===== src/rtl/ctrl_pipe_if.sv =====
// Control-pipeline bundle: ID-stage decode inputs, branch resolution, and the
// stage-aligned control, hazard and forwarding outputs.
interface ctrl_pipe_if;
  logic        id_valid;
  logic [11:0] id_ctrl;
  logic [4:0]  id_rs1;
  logic [4:0]  id_rs2;
  logic [4:0]  id_rd;
  logic        ex_br_taken;

  logic [11:0] ex_ctrl;
  logic [11:0] mem_ctrl;
  logic [11:0] wb_ctrl;
  logic [4:0]  ex_rs1;
  logic [4:0]  ex_rs2;
  logic [4:0]  ex_rd;
  logic [4:0]  mem_rd;
  logic [4:0]  wb_rd;
  logic [1:0]  fwd_a;
  logic [1:0]  fwd_b;
  logic        pc_write;
  logic        ifid_write;
  logic        ifid_flush;
  logic        halted;

  modport master (
    output id_valid, id_ctrl, id_rs1, id_rs2, id_rd, ex_br_taken,
    input  ex_ctrl, mem_ctrl, wb_ctrl, ex_rs1, ex_rs2, ex_rd, mem_rd, wb_rd,
    input  fwd_a, fwd_b, pc_write, ifid_write, ifid_flush, halted
  );

  modport slave (
    input  id_valid, id_ctrl, id_rs1, id_rs2, id_rd, ex_br_taken,
    output ex_ctrl, mem_ctrl, wb_ctrl, ex_rs1, ex_rs2, ex_rd, mem_rd, wb_rd,
    output fwd_a, fwd_b, pc_write, ifid_write, ifid_flush, halted
  );
endinterface


===== src/rtl/ctrl_pipe.sv =====
// Control-side ID/EX, EX/MEM, MEM/WB pipeline with hazard detection, branch
// flush, forwarding selects and a sticky halt.
module ctrl_pipe (
  input  logic         clk,
  input  logic         reset,
  ctrl_pipe_if.slave   bus
);

  typedef enum logic {S_RUN, S_HALTED} state_t;

  state_t      r_state, w_state_nxt;
  logic [11:0] r_ex_ctrl, r_mem_ctrl, r_wb_ctrl;
  logic [4:0]  r_ex_rs1, r_ex_rs2, r_ex_rd, r_mem_rd, r_wb_rd;

  logic        w_load_use, w_halt_inflight;
  logic        w_pc_write, w_ifid_write, w_ifid_flush;
  logic        w_advance, w_idex_bubble;
  logic [1:0]  w_fwd_a, w_fwd_b;

  assign w_load_use = r_ex_ctrl[3] && (r_ex_rd != 5'd0) && bus.id_valid &&
                      ((r_ex_rd == bus.id_rs1) || (r_ex_rd == bus.id_rs2));
  assign w_halt_inflight = r_ex_ctrl[11] | r_mem_ctrl[11] | r_wb_ctrl[11];

  // Priority: halted > branch flush > halt in flight > load-use > normal.
  always_comb begin
    w_state_nxt   = r_state;
    w_pc_write    = 1'b1;
    w_ifid_write  = 1'b1;
    w_ifid_flush  = 1'b0;
    w_advance     = 1'b1;
    w_idex_bubble = 1'b0;
    case (r_state)
      S_HALTED: begin
        w_pc_write   = 1'b0;
        w_ifid_write = 1'b0;
        w_advance    = 1'b0;
      end
      default: begin
        if (r_wb_ctrl[11])
          w_state_nxt = S_HALTED;
        if (bus.ex_br_taken) begin
          w_ifid_flush  = 1'b1;
          w_idex_bubble = 1'b1;
        end else if (w_halt_inflight || w_load_use) begin
          w_pc_write    = 1'b0;
          w_ifid_write  = 1'b0;
          w_idex_bubble = 1'b1;
        end else begin
          w_idex_bubble = !bus.id_valid;
        end
      end
    endcase
  end

  always_ff @(posedge clk) begin
    if (!reset) begin
      r_state    <= S_RUN;
      r_ex_ctrl  <= '0;
      r_ex_rs1   <= '0;
      r_ex_rs2   <= '0;
      r_ex_rd    <= '0;
      r_mem_ctrl <= '0;
      r_mem_rd   <= '0;
      r_wb_ctrl  <= '0;
      r_wb_rd    <= '0;
    end else begin
      r_state <= w_state_nxt;
      if (w_advance) begin
        if (w_idex_bubble) begin
          r_ex_ctrl <= '0;
          r_ex_rs1  <= '0;
          r_ex_rs2  <= '0;
          r_ex_rd   <= '0;
        end else begin
          r_ex_ctrl <= bus.id_ctrl;
          r_ex_rs1  <= bus.id_rs1;
          r_ex_rs2  <= bus.id_rs2;
          r_ex_rd   <= bus.id_rd;
        end
        r_mem_ctrl <= r_ex_ctrl;
        r_mem_rd   <= r_ex_rd;
        r_wb_ctrl  <= r_mem_ctrl;
        r_wb_rd    <= r_mem_rd;
      end
    end
  end

  // EX/MEM result is newer than MEM/WB, so it is checked first.
  always_comb begin
    w_fwd_a = 2'b00;
    w_fwd_b = 2'b00;
    if (r_mem_ctrl[2] && (r_mem_rd != 5'd0) && (r_mem_rd == r_ex_rs1))
      w_fwd_a = 2'b10;
    else if (r_wb_ctrl[2] && (r_wb_rd != 5'd0) && (r_wb_rd == r_ex_rs1))
      w_fwd_a = 2'b01;
    if (r_mem_ctrl[2] && (r_mem_rd != 5'd0) && (r_mem_rd == r_ex_rs2))
      w_fwd_b = 2'b10;
    else if (r_wb_ctrl[2] && (r_wb_rd != 5'd0) && (r_wb_rd == r_ex_rs2))
      w_fwd_b = 2'b01;
  end

  assign bus.ex_ctrl    = r_ex_ctrl;
  assign bus.mem_ctrl   = r_mem_ctrl;
  assign bus.wb_ctrl    = r_wb_ctrl;
  assign bus.ex_rs1     = r_ex_rs1;
  assign bus.ex_rs2     = r_ex_rs2;
  assign bus.ex_rd      = r_ex_rd;
  assign bus.mem_rd     = r_mem_rd;
  assign bus.wb_rd      = r_wb_rd;
  assign bus.fwd_a      = w_fwd_a;
  assign bus.fwd_b      = w_fwd_b;
  assign bus.pc_write   = w_pc_write;
  assign bus.ifid_write = w_ifid_write;
  assign bus.ifid_flush = w_ifid_flush;
  assign bus.halted     = (r_state == S_HALTED);

endmodule


===== src/flat_wrapper.sv =====
// flat-port wrapper written by rule: the top's interface ports become plain ports
module ctrl_pipe_flat 
  (clk, reset, bus_id_valid, bus_id_ctrl, bus_id_rs1, bus_id_rs2, bus_id_rd, bus_ex_br_taken, bus_ex_ctrl, bus_mem_ctrl, bus_wb_ctrl, bus_ex_rs1, bus_ex_rs2, bus_ex_rd, bus_mem_rd, bus_wb_rd, bus_fwd_a, bus_fwd_b, bus_pc_write, bus_ifid_write, bus_ifid_flush, bus_halted);
  ctrl_pipe_if bus_i ();
  input  logic clk;
  input  logic reset;
  input wire logic [$bits(bus_i.id_valid)-1:0] bus_id_valid;
  input wire logic [$bits(bus_i.id_ctrl)-1:0] bus_id_ctrl;
  input wire logic [$bits(bus_i.id_rs1)-1:0] bus_id_rs1;
  input wire logic [$bits(bus_i.id_rs2)-1:0] bus_id_rs2;
  input wire logic [$bits(bus_i.id_rd)-1:0] bus_id_rd;
  input wire logic [$bits(bus_i.ex_br_taken)-1:0] bus_ex_br_taken;
  output wire logic [$bits(bus_i.ex_ctrl)-1:0] bus_ex_ctrl;
  output wire logic [$bits(bus_i.mem_ctrl)-1:0] bus_mem_ctrl;
  output wire logic [$bits(bus_i.wb_ctrl)-1:0] bus_wb_ctrl;
  output wire logic [$bits(bus_i.ex_rs1)-1:0] bus_ex_rs1;
  output wire logic [$bits(bus_i.ex_rs2)-1:0] bus_ex_rs2;
  output wire logic [$bits(bus_i.ex_rd)-1:0] bus_ex_rd;
  output wire logic [$bits(bus_i.mem_rd)-1:0] bus_mem_rd;
  output wire logic [$bits(bus_i.wb_rd)-1:0] bus_wb_rd;
  output wire logic [$bits(bus_i.fwd_a)-1:0] bus_fwd_a;
  output wire logic [$bits(bus_i.fwd_b)-1:0] bus_fwd_b;
  output wire logic [$bits(bus_i.pc_write)-1:0] bus_pc_write;
  output wire logic [$bits(bus_i.ifid_write)-1:0] bus_ifid_write;
  output wire logic [$bits(bus_i.ifid_flush)-1:0] bus_ifid_flush;
  output wire logic [$bits(bus_i.halted)-1:0] bus_halted;
  assign bus_i.id_valid = bus_id_valid;
  assign bus_i.id_ctrl = bus_id_ctrl;
  assign bus_i.id_rs1 = bus_id_rs1;
  assign bus_i.id_rs2 = bus_id_rs2;
  assign bus_i.id_rd = bus_id_rd;
  assign bus_i.ex_br_taken = bus_ex_br_taken;
  assign bus_ex_ctrl = bus_i.ex_ctrl;
  assign bus_mem_ctrl = bus_i.mem_ctrl;
  assign bus_wb_ctrl = bus_i.wb_ctrl;
  assign bus_ex_rs1 = bus_i.ex_rs1;
  assign bus_ex_rs2 = bus_i.ex_rs2;
  assign bus_ex_rd = bus_i.ex_rd;
  assign bus_mem_rd = bus_i.mem_rd;
  assign bus_wb_rd = bus_i.wb_rd;
  assign bus_fwd_a = bus_i.fwd_a;
  assign bus_fwd_b = bus_i.fwd_b;
  assign bus_pc_write = bus_i.pc_write;
  assign bus_ifid_write = bus_i.ifid_write;
  assign bus_ifid_flush = bus_i.ifid_flush;
  assign bus_halted = bus_i.halted;
  ctrl_pipe u_core (.clk(clk), .reset(reset), .bus(bus_i));
endmodule

===== config.mk =====
export PLATFORM = sky130hd
export DESIGN_NAME = ctrl_pipe_flat
export DESIGN_NICKNAME = d
export VERILOG_FILES = /design/src/rtl/ctrl_pipe_if.sv /design/src/rtl/ctrl_pipe.sv /design/src/flat_wrapper.sv
export SDC_FILE = /design/constraint.sdc
export NUM_CORES = 1
export LEC_CHECK = 0
export CAP_MARGIN = 20
export CORE_MARGIN = 8
export CORE_UTILIZATION = 41
export DETAILED_ROUTE_END_ITERATION = 16
export PLACE_DENSITY_LB_ADDON = 0.25
export SYNTH_ARGS = -nofsm -noshare
export SYNTH_HDL_FRONTEND = slang
export SYNTH_SLANG_ARGS = --single-unit
export TNS_END_PERCENT = 10

===== constraint.sdc =====
create_clock -name clk -period 1.79 [get_ports clk]
set_input_delay 0.358 -clock clk [delete_from_list [all_inputs] [get_ports clk]]
set_output_delay 0.358 -clock clk [all_outputs]
set_load 0.005 [all_outputs]

# Word level (Yosys, flattened, before mapping)
# Cells that the tools add are included.
[classes]
reduce_logical = 15
n_eq_ne = 6
bitwise_logic = 2
muxes = 18
[ops]
columns = ["cell", "count"]
rows = [
  ["$eq A5 B5 Y1", 6],
  ["$mux W5", 3],
  ["$reduce_bool A5 Y1", 3],
  ["$mux W1", 12],
  ["$mux W12", 1],
  ["$logic_and A1 B1 Y1", 9],
  ["$mux W2", 2],
  ["$logic_or A1 B1 Y1", 2],
  ["$or A1 B1 Y1", 2],
  ["$logic_not A1 Y1", 1],
]
[totals]
output_inout_bits = 69
inputBits = 31
reg_bits = 62

# Depth between registers and ports, before layout
# Gate-level depths: netlist of the first run.
[depth]
ltp_word = 9
mapped_depth = 6
depth_no_buf = 4

# Least setup slack after synthesis of the first run
# Ideal clock, no wire load.
[synth_timing]
path_kind = "reg-to-output"
from = "register u_core.r_ex_rd[0], in the netlist u_core.bus.ex_rd[0]"
to = "output port bus_pc_write"
path_stages_with_launch = 6
t_required_ns = 1.432
setup_slack_ns = -0.272
arrival_time_ns = 1.704
path_cell_list = "dfxtp_1 or4_4 o211ai_4 nor2_1 a211oi_2 buf_4"
[synth_via]
elab_chain_cells = 8
word_cells_on_any_way = 11
classes_between = "2 x eq/ne; 3 x mux; 6 x reduce/logical"
[synth_rtl]
columns = ["item", "line", "source"]
rows = [
  ["start: declaration", "ctrl_pipe.sv:13", "logic [4:0] r_ex_rs1, r_ex_rs2, r_ex_rd, r_mem_rd, r_wb_rd;"],
  ["start signal: assignment", "ctrl_pipe.sv:78", "r_ex_rd <= bus.id_rd;"],
  ["$reduce_bool A5 Y1", "ctrl_pipe.sv:20", "assign w_load_use = r_ex_ctrl[3] && (r_ex_rd != 5'd0) && bus.id_valid &&"],
  ["$logic_and A1 B1 Y1 (2 in a row)", "ctrl_pipe.sv:20", ""],
  ["$logic_and A1 B1 Y1 *", "ctrl_pipe.sv:20", ""],
  ["$logic_or A1 B1 Y1 *", "ctrl_pipe.sv:44", "end else if (w_halt_inflight || w_load_use) begin"],
  ["$mux W1 * (3 in a row)", "--", ""],
  ["end: declaration", "flat_wrapper.sv:23", "output wire logic [$bits(bus_i.pc_write)-1:0] bus_pc_write;"],
]
# Every way passes the cells marked *; elsewhere a longest branch is shown, timed or not.

# Worst setup path after layout of the first run
[layout_timing]
from = "register u_core.r_mem_rd[2], in the netlist u_core.bus.mem_rd[2]"
to = "output port bus_fwd_b[0]"
[layout_via]
elab_chain_cells = 4
word_cells_on_any_way = 5
classes_between = "1 x eq/ne; 1 x mux; 3 x reduce/logical"
[layout_rtl]
columns = ["item", "line", "source"]
rows = [
  ["start: declaration", "ctrl_pipe.sv:13", ""],
  ["start signal: assignment", "ctrl_pipe.sv:81", "r_mem_rd <= r_ex_rd;"],
  ["$reduce_bool A5 Y1", "ctrl_pipe.sv:96", "if (r_mem_ctrl[2] && (r_mem_rd != 5'd0) && (r_mem_rd == r_ex_rs2))"],
  ["$logic_and A1 B1 Y1", "ctrl_pipe.sv:96", ""],
  ["$logic_and A1 B1 Y1 *", "ctrl_pipe.sv:96", ""],
  ["$mux W2 *", "ctrl_pipe.sv:96", ""],
  ["end: declaration", "flat_wrapper.sv:22", "output wire logic [$bits(bus_i.fwd_b)-1:0] bus_fwd_b;"],
]
# Marks and branches as above.

==> impl_summary.txt, run 1 <==
----------------------------------------------------
[Status]
  Outcome ... complete, but fails checks
  Violated checks ... setup timing

[Synth]
  Synth unique cells ... 26
  Nets in the synthesized netlist ... approximately 320
  Number of synthesized flops with an enable pin ... 0
  Share of the synthesized area in the top cell type ... 0.424
  Syn Inst Count ... just under 300
  Mapped Avg Cell Area ... about 10 sq um
  Async set-or-reset flop fraction in the synthesized netlist ... 0
  Cell type with the highest aggregate area in the netlist ... sky130_fd_sc_hd__dfxtp_1
  Share of the yosys chip area belonging to registers ... 0.424
  Warnings, synthesis ... 0
  Top cells by area in the synthesized netlist ... sky130_fd_sc_hd__dfxtp_1 (42%), sky130_fd_sc_hd__mux2i_1 (12%), sky130_fd_sc_hd__a32oi_1 (8.1%)
  Most common flop cell mapped by yosys ... sky130_fd_sc_hd__dfxtp_1
  Netlist area before placement ... slightly below 3000 sq um
  Yosys reg bits ... just over 60

[Power and ir drop]
  Maximum ir drop on the vdd rail ... 0.509 mV
  Total power ... ~0.0035 W
  Leakage ... 1.72 nW
  Cell area power density ... approximately 750 nW/um^2

[Clock tree]
  Cts-stage hold buffer count ... 0
  Largest buffer count on any clock path ... 2
  Clk root buf ... sky130_fd_sc_hd__clkbuf_8
  CTS clk-pin slew, worst paths ... ~0.07 ns
  Worst skew pair latency ... 0.33 ns
  Deepest level of the CTS H-tree ... 3
  Number of sinks handled by clock tree synthesis ... 62
  CTS buffer count ... 9
  TritonCTS clock tree ... yes

[Placed design]
  Placed insts ... around 520
  Gp weighted congestion ... 0.794
  Cell area reported after detailed placement ... ~4300 sq um
  Input/output buffers ... 99
  HPWL after DPL ... 6430 um

[Worst setup path]
  Crit-path max FO ... 2
  Worst setup path category ... flop to output port
  Kind of start point of the critical path ... flop
  Type of element capturing the critical path ... output port
  Data arrival, critical path ... around 1.8 ns
  Critical path required time ... around 1.4 ns

[Timing]
  Hold_ws ... between 0.5 and 0.6 ns
  Highest clock rate ... 0.456 GHz
  Setup WS post-layout ... -0.401 ns
  Tcrit/Tclk final ... 1.22
  Worst max-slew margin expressed relative to the limit ... 0.755
  Tightest Pin Transition ... roughly 0.36 ns
  Number of hold-slack violations in the final timing report ... 0
  Final critical delay including setup and external delays ... 2.19 ns
  Final count of negative-setup-slack endpoints ... 6
  Post-route clock skew ... just under 0.01 ns
  Final slew viol count ... 0
  RSZ-0062 raised after global routing ... true
  Setup tns final ... -2.29 ns

[Floorplan]
  Full die area ... 10100 sq um
  Die span in y ... around 100 um
  Starting density of the core ... 0.413
  Floorplan Core Area ... slightly above 7000 sq um
  Floorplan row count ... 31
  Boundary pin count ... 100
  Chip Width ... between 100 and 150 um

[Finish]
  Filler cell count in the final layout ... around 620
  Antenna cell count ... 0
  Growth of design area from synthesis to finish ... 57.4%
  Post-route cell area ... between 4000 and 5000 sq um
  Most common library cell in the layout ignoring fill and taps ... sky130_fd_sc_hd__clkdlybuf4s50_1
  Fraction of final layout cells with drive strength greater than 1 ... 0.265
  Count of non-filler cells in the finished layout ... 536
  NumNets Final ... about 460
  Top library cells by usage in the layout, fill and taps aside ... sky130_fd_sc_hd__clkdlybuf4s50_1 (91), sky130_fd_sc_hd__buf_4 (51), sky130_fd_sc_hd__dfxtp_1 (50)

[Routing]
  DR pass1 iterations ... 4
  Routed length per instance ... ~16 um
  Total DRC errors in the routed layout ... 0
  DRT iter0 DRCs ... 83
  Post-route ant nets ... 0
  Vias post-DR ... approximately 2.7k
  Sum of routed wire length over all layers ... roughly 8700 um
  Average via count per standard cell ... slightly above 5

[Global routing]
  Total track usage ... 0.176
  Largest net degree at the start of global routing ... 33
  Antenna violations before repair ... 0
  Number of global-route vias before repair ... ~2.8k
  Overall overflow remaining after global route ... 0
  Wire length of the first global-routing pass ... about 14000 um

[Job]
  Max Cap Violations ... 0

[Min path]
  Worst hold path type ... flop to flop

----------------------------------------------------
state kept, by name, indices dropped and copies added, names as in the netlist:
register             flops
u_core.bus.wb_rd         5
u_core.bus.halted        1
u_core.bus.mem_rd        5
u_core.bus.ex_rs1        5
u_core.bus.wb_ctrl      12
u_core.bus.mem_ctrl     12
u_core.bus.ex_ctrl      12
u_core.bus.ex_rd         5
u_core.bus.ex_rs2        5
final timing paths:
kind | startpoint | endpoint | slack [ns] | depth (start not counted)
worst min-delay path | u_core.bus.ex_ctrl[5] | u_core.bus.ex_ctrl[5] | 0.50 | 2
worst min register to register | u_core.bus.ex_ctrl[5] | u_core.bus.ex_ctrl[5] | 0.50 | 2
worst max-delay path | u_core.bus.mem_rd[2] | bus_fwd_b[0] | -0.40 | 5
worst max register to register | u_core.bus.ex_rd[0] | u_core.bus.ex_rd[1] | 0.07 | 5
Yosys cell counts (2+ instances only):
cell type and instances:
sky130_fd_sc_hd__nor4_1 4, sky130_fd_sc_hd__or4_1 4, sky130_fd_sc_hd__xnor2_1 16, sky130_fd_sc_hd__a32oi_1 27, sky130_fd_sc_hd__o21ai_1 9, sky130_fd_sc_hd__buf_8 2, sky130_fd_sc_hd__buf_2 13, sky130_fd_sc_hd__dfxtp_1 62
sky130_fd_sc_hd__nor2b_1 35, sky130_fd_sc_hd__clkbuf_1 6, sky130_fd_sc_hd__xor2_1 14, sky130_fd_sc_hd__nor2_1 3, sky130_fd_sc_hd__mux2i_1 34, sky130_fd_sc_hd__nand3_1 4, sky130_fd_sc_hd__o21ai_2 20, sky130_fd_sc_hd__nand2_1 29
logic make-up after synthesis:
logic type	count (synthesis)	share of synthesized area
AOI/OAI and AO/OA	60	0.174
and+or+nand+nor	83	0.152
DFF	62	0.424
buffers and inverters	23	0.0440
muxes	34	0.116
xor gates and xnor gates	30	0.0897
metal layers:
metal / routed length (um) / track usage / vias up
met5: 0 / 0 / -
met4: 207 / 0.0895 / 0
met3: 504 / 0.0428 / 16
met2: 4190 / 0.292 / 78
met1: 3820 / 0.205 / 1303
li1: - / - / 1339
repair_timing:
action                                  in CTS  in global routing
endpoints found under the setup margin      10                 29
resized for setup                           32                  8
hold endpoints to repair                     0                  0
pin swaps                                    8                  4
setup buffers                                0                  0
where the power goes:
part / leakage, nW / total (W) / internal [W] / switching, W
clock network: 0.115 / 0.00138 / 0.000848 / 0.000527
registers: 0.510 / 0.00149 / 0.00144 / 0.0000515
logic: 1.09 / 0.000589 / 0.000344 / 0.000246
critical path, stage by stage, from the launching register on:
cell                      delay, ns
sky130_fd_sc_hd__dfxtp_1       0.31
sky130_fd_sc_hd__or4_4         0.54
sky130_fd_sc_hd__o21ai_4       0.15
sky130_fd_sc_hd__nor4_2        0.08
sky130_fd_sc_hd__nor4_2        0.26
sky130_fd_sc_hd__buf_2         0.15
through the flow:
step                worst slack (ns)  utilization
floorplan                     -0.234            -
global placement              -0.641        0.612
detailed placement            -0.652        0.612
CTS                           -0.465        0.646
global route                  -0.509        0.649
finish                        -0.401        0.649
layout make-up:
class	count	area [sq um]	area share
sequential	62	1260	0.274
clock inverter	4	70.1	0.0152
multi-input combinational	207	1610	0.349
clock buffer	11	151	0.0328
tap	99	124	0.0269
timing repair buffer	153	1400	0.303
Power figures use the tool's default switching activity.
==> inputs of run 2 (changes only) <==
--- a/config.mk
+++ b/config.mk
@@ -9,6 +9,7 @@
 export CORE_MARGIN = 8
 export CORE_UTILIZATION = 41
 export DETAILED_ROUTE_END_ITERATION = 16
+export GPL_TIMING_DRIVEN = 1
 export PLACE_DENSITY_LB_ADDON = 0.25
 export SYNTH_ARGS = -nofsm -noshare
 export SYNTH_HDL_FRONTEND = slang
==> results of run 2 <==
Same layout as run 1: the final DEF is identical, and so are final timing and power.
==> inputs of run 3 (changes only) <==
--- a/config.mk
+++ b/config.mk
@@ -8,6 +8,7 @@
 export CAP_MARGIN = 20
 export CORE_MARGIN = 8
 export CORE_UTILIZATION = 41
+export CTS_CLUSTER_SIZE = 24
 export DETAILED_ROUTE_END_ITERATION = 16
 export GPL_TIMING_DRIVEN = 1
 export PLACE_DENSITY_LB_ADDON = 0.25
==> results of run 3 <==
Same layout as run 1: the final DEF is identical, and so are final timing and power.
==> patch: new RTL, config.mk and constraints of run 1 <==
Reset style: asynchronous (`reset`), changed in one clocked block.
--- a/src/rtl/ctrl_pipe.sv
+++ b/src/rtl/ctrl_pipe.sv
@@ -53,5 +53,5 @@
   end
 
-  always_ff @(posedge clk) begin
+  always_ff @(posedge clk or negedge reset) begin
     if (!reset) begin
       r_state    <= S_RUN;
Behaviour: differs if reset is asserted again (counterexample within 4 cycles, from zero or initial values and one cycle with reset low); with reset held inactive, the same outputs for 10 cycles.
==> patch against run 1 <==
  * The run still ends with negative setup slack left
  * Area after synthesis increased by 7.6%
  * Die area rose by 6.4%
  * Non-clock buffer count unchanged
  * Routed wire length up 7.2%
  * Sequential cell count is the same
  * Worst setup slack got worse by 0.076 ns
  * Design area is 5.2% higher
  * First-iteration DRC count increased by 27%
  * Critical path type unchanged
  * Critical endpoint unchanged
  * Largest cell class is now flip-flops and latches
Power is not compared: it rests on default switching activity, and its combinational part moved more than twofold at a synthesized area within 25%.
==> patch: results (changes against run 1) <==
outcome: "finished with violations"  # unchanged
violations: "negative setup slack"  # unchanged
avg_cell_area_syn_um2: 11.14  # was 10.03 µm²
post_synth_num_cell_types: 27  # was 26
timing.slew.headroom_pct: 65.89  # was 75.50%
place_congestion: 0.8079  # was 0.7938
timing.clock.skew_ns: 0.008306  # was 0.009790 ns
r2r.worst_path.cells: 5  # unchanged
r2r-end: "u_core.bus.ex_rs1[4]"  # was u_core.bus.ex_rd[1]
nNetsFinal: 455  # was 464
synth.cells.most_frequent: "dfrtp_1, mux2_2, nand3_1, o21ai_0"  # was dfxtp_1, nor2b_1, mux2i_1, nand2_1, a32oi_1
layout-drive-gt1-share_pct: 29.84  # was 26.54%
final_critical_path_setup_slack_ns: -0.4767  # was -0.4008 ns
synthFlopType: "dfrtp_1"  # was dfxtp_1
post_synth_main_area_contributors: "dfrtp_1, mux2_2, a22oi_1"  # was dfxtp_1, mux2i_1, a32oi_1
detailed_place_hpwl_um: 6799  # was 6426 µm
finalSetupViolations: 6  # unchanged
clkSlewWorstSetupHoldPaths_ns: 0.07  # about the same
totalWireLength_um: 9350  # was 8725 µm
cts_buffers: 9  # unchanged
place_worst_setup_slack_ns: -0.5943  # was -0.6517 ns
source_to_sink_clock_delay_at_the_later_pin_of_the_worst_skew_pair_ns: 0.34
grt_first_pass_wirelength_um: 15460  # was 13,900 µm
worstPathArrival_ns: 1.91  # was 1.83 ns
globalRouteMet3Util_pct: 4.585  # was 4.282%
worstHoldPathType: "input port to asynchronous set/reset pin"  # was register to register
synthesis.nets: 314  # was 323
yosysWarningCount: 0  # unchanged
ff2ff_setup_slack_ns: 0.10  # was 0.07 ns
detail_route.vias_per_cell: 5.258  # was 5.104
iter_0_drt_violations: 105  # was 83
first_pass_iters: 4  # unchanged
grt_max_degree: 55  # was 33
diodes: 0  # unchanged
grtUsageMet1_pct: 19.84  # was 20.45%
ctsRootBufferMaster: "clkbuf_8"  # unchanged
dpl.cell_count: 511  # was 521
synth_sequential_area_ratio_pct: 49.23  # was 42.38%
grt.total_usage_pct: 17.49  # was 17.55%
grt_pass1_vias: 3033  # was 2,762
place.port_buffers: 99  # unchanged
ys_async_sr_fraction_pct: 100.0  # was 0%
placed_area_um2: 4559  # was 4345 µm²
fillerInstances: 643  # was 615
setup_total_negative_slack_ns: -2.461  # was -2.292 ns
ir_drop_mv: 0.6228
internal_power_mw: 4.346
hold-worst-slack_ns: 0.5084  # was 0.5024 ns
vias: 2792  # was 2,736
worstReg2RegStart: "u_core.bus.ex_rd[0]"  # unchanged
global_routing_usage_on_met2_pct: 29.29  # was 29.23%
critical_path.max_fanout: 3  # was 2
[patch: logic make-up after synthesis]
family / synth area share [%]
xor+xnor: 8.337
simple gates: 14.25
buf+inv: 3.851
compound gates: 12.19
flops: 49.23
mux: 12.15
[patch: worst max-delay path, cell delays in order (launching register included)]
cell	delay, ns
dfrtp_1	0.40
buf_6	0.13
xor2_1	0.13
or4_1	0.52
nor4_1	0.24
buf_2	0.16
[patch: layer usage]
layer | vias to the layer above | part of all wire, %
met1 | 1376 | 43
met4 | 0 | 2.7
met2 | 69 | 50
li1 | 1326 | -
met5 | - | 0
met3 | 21 | 4.7
[patch: what timing repair did]
action,in CTS,in global routing
hold buffers,1,0
endpoints found under the setup margin,11,38
buffers inserted,2,1
resized for setup,35,14
hold endpoints to repair,15,0
pin swaps,7,5
[patch: cell type report]
cell class	instances	area, µm²	share of cell area [%]
Sequential cell	62	1558	32.14
Multi-Input combinational cell	198	1526	31.49
Timing Repair Buffer	153	1435	29.61
Clock buffer	11	141.4	2.917
Tap cell	102	127.6	2.633
Clock inverter	5	58.81	1.213
[patch: worst max-delay path by stage]
stage,from,endpoint,cells past startpoint
5_1_grt,u_core.bus.mem_rd[4],bus_fwd_a[0],5
3_5_place_dp,u_core.bus.mem_rd[4],bus_fwd_b[0],5
4_1_cts,u_core.bus.wb_rd[3],bus_fwd_b[0],5
6_report,u_core.bus.wb_rd[3],bus_fwd_b[0],5
2_1_floorplan,u_core.bus.ex_rd[0],bus_pc_write,6
3_3_place_gp,u_core.bus.mem_rd[4],bus_fwd_a[0],5
[patch: power by group through the flow]
| stage | clock (mW) | combinational [mW] | sequential [mW] |
|---|---|---|---|
| finish | 1.24 | 2.87 | 2.24 |
| global route | 1.31 | 3.11 | 2.30 |
| CTS | 1.26 | 2.87 | 2.22 |
| detailed placement | 0 | 2.80 | 2.24 |
| global placement | 0 | 2.75 | 2.22 |
| floorplan | 0 | 0.895 | 2.35 |
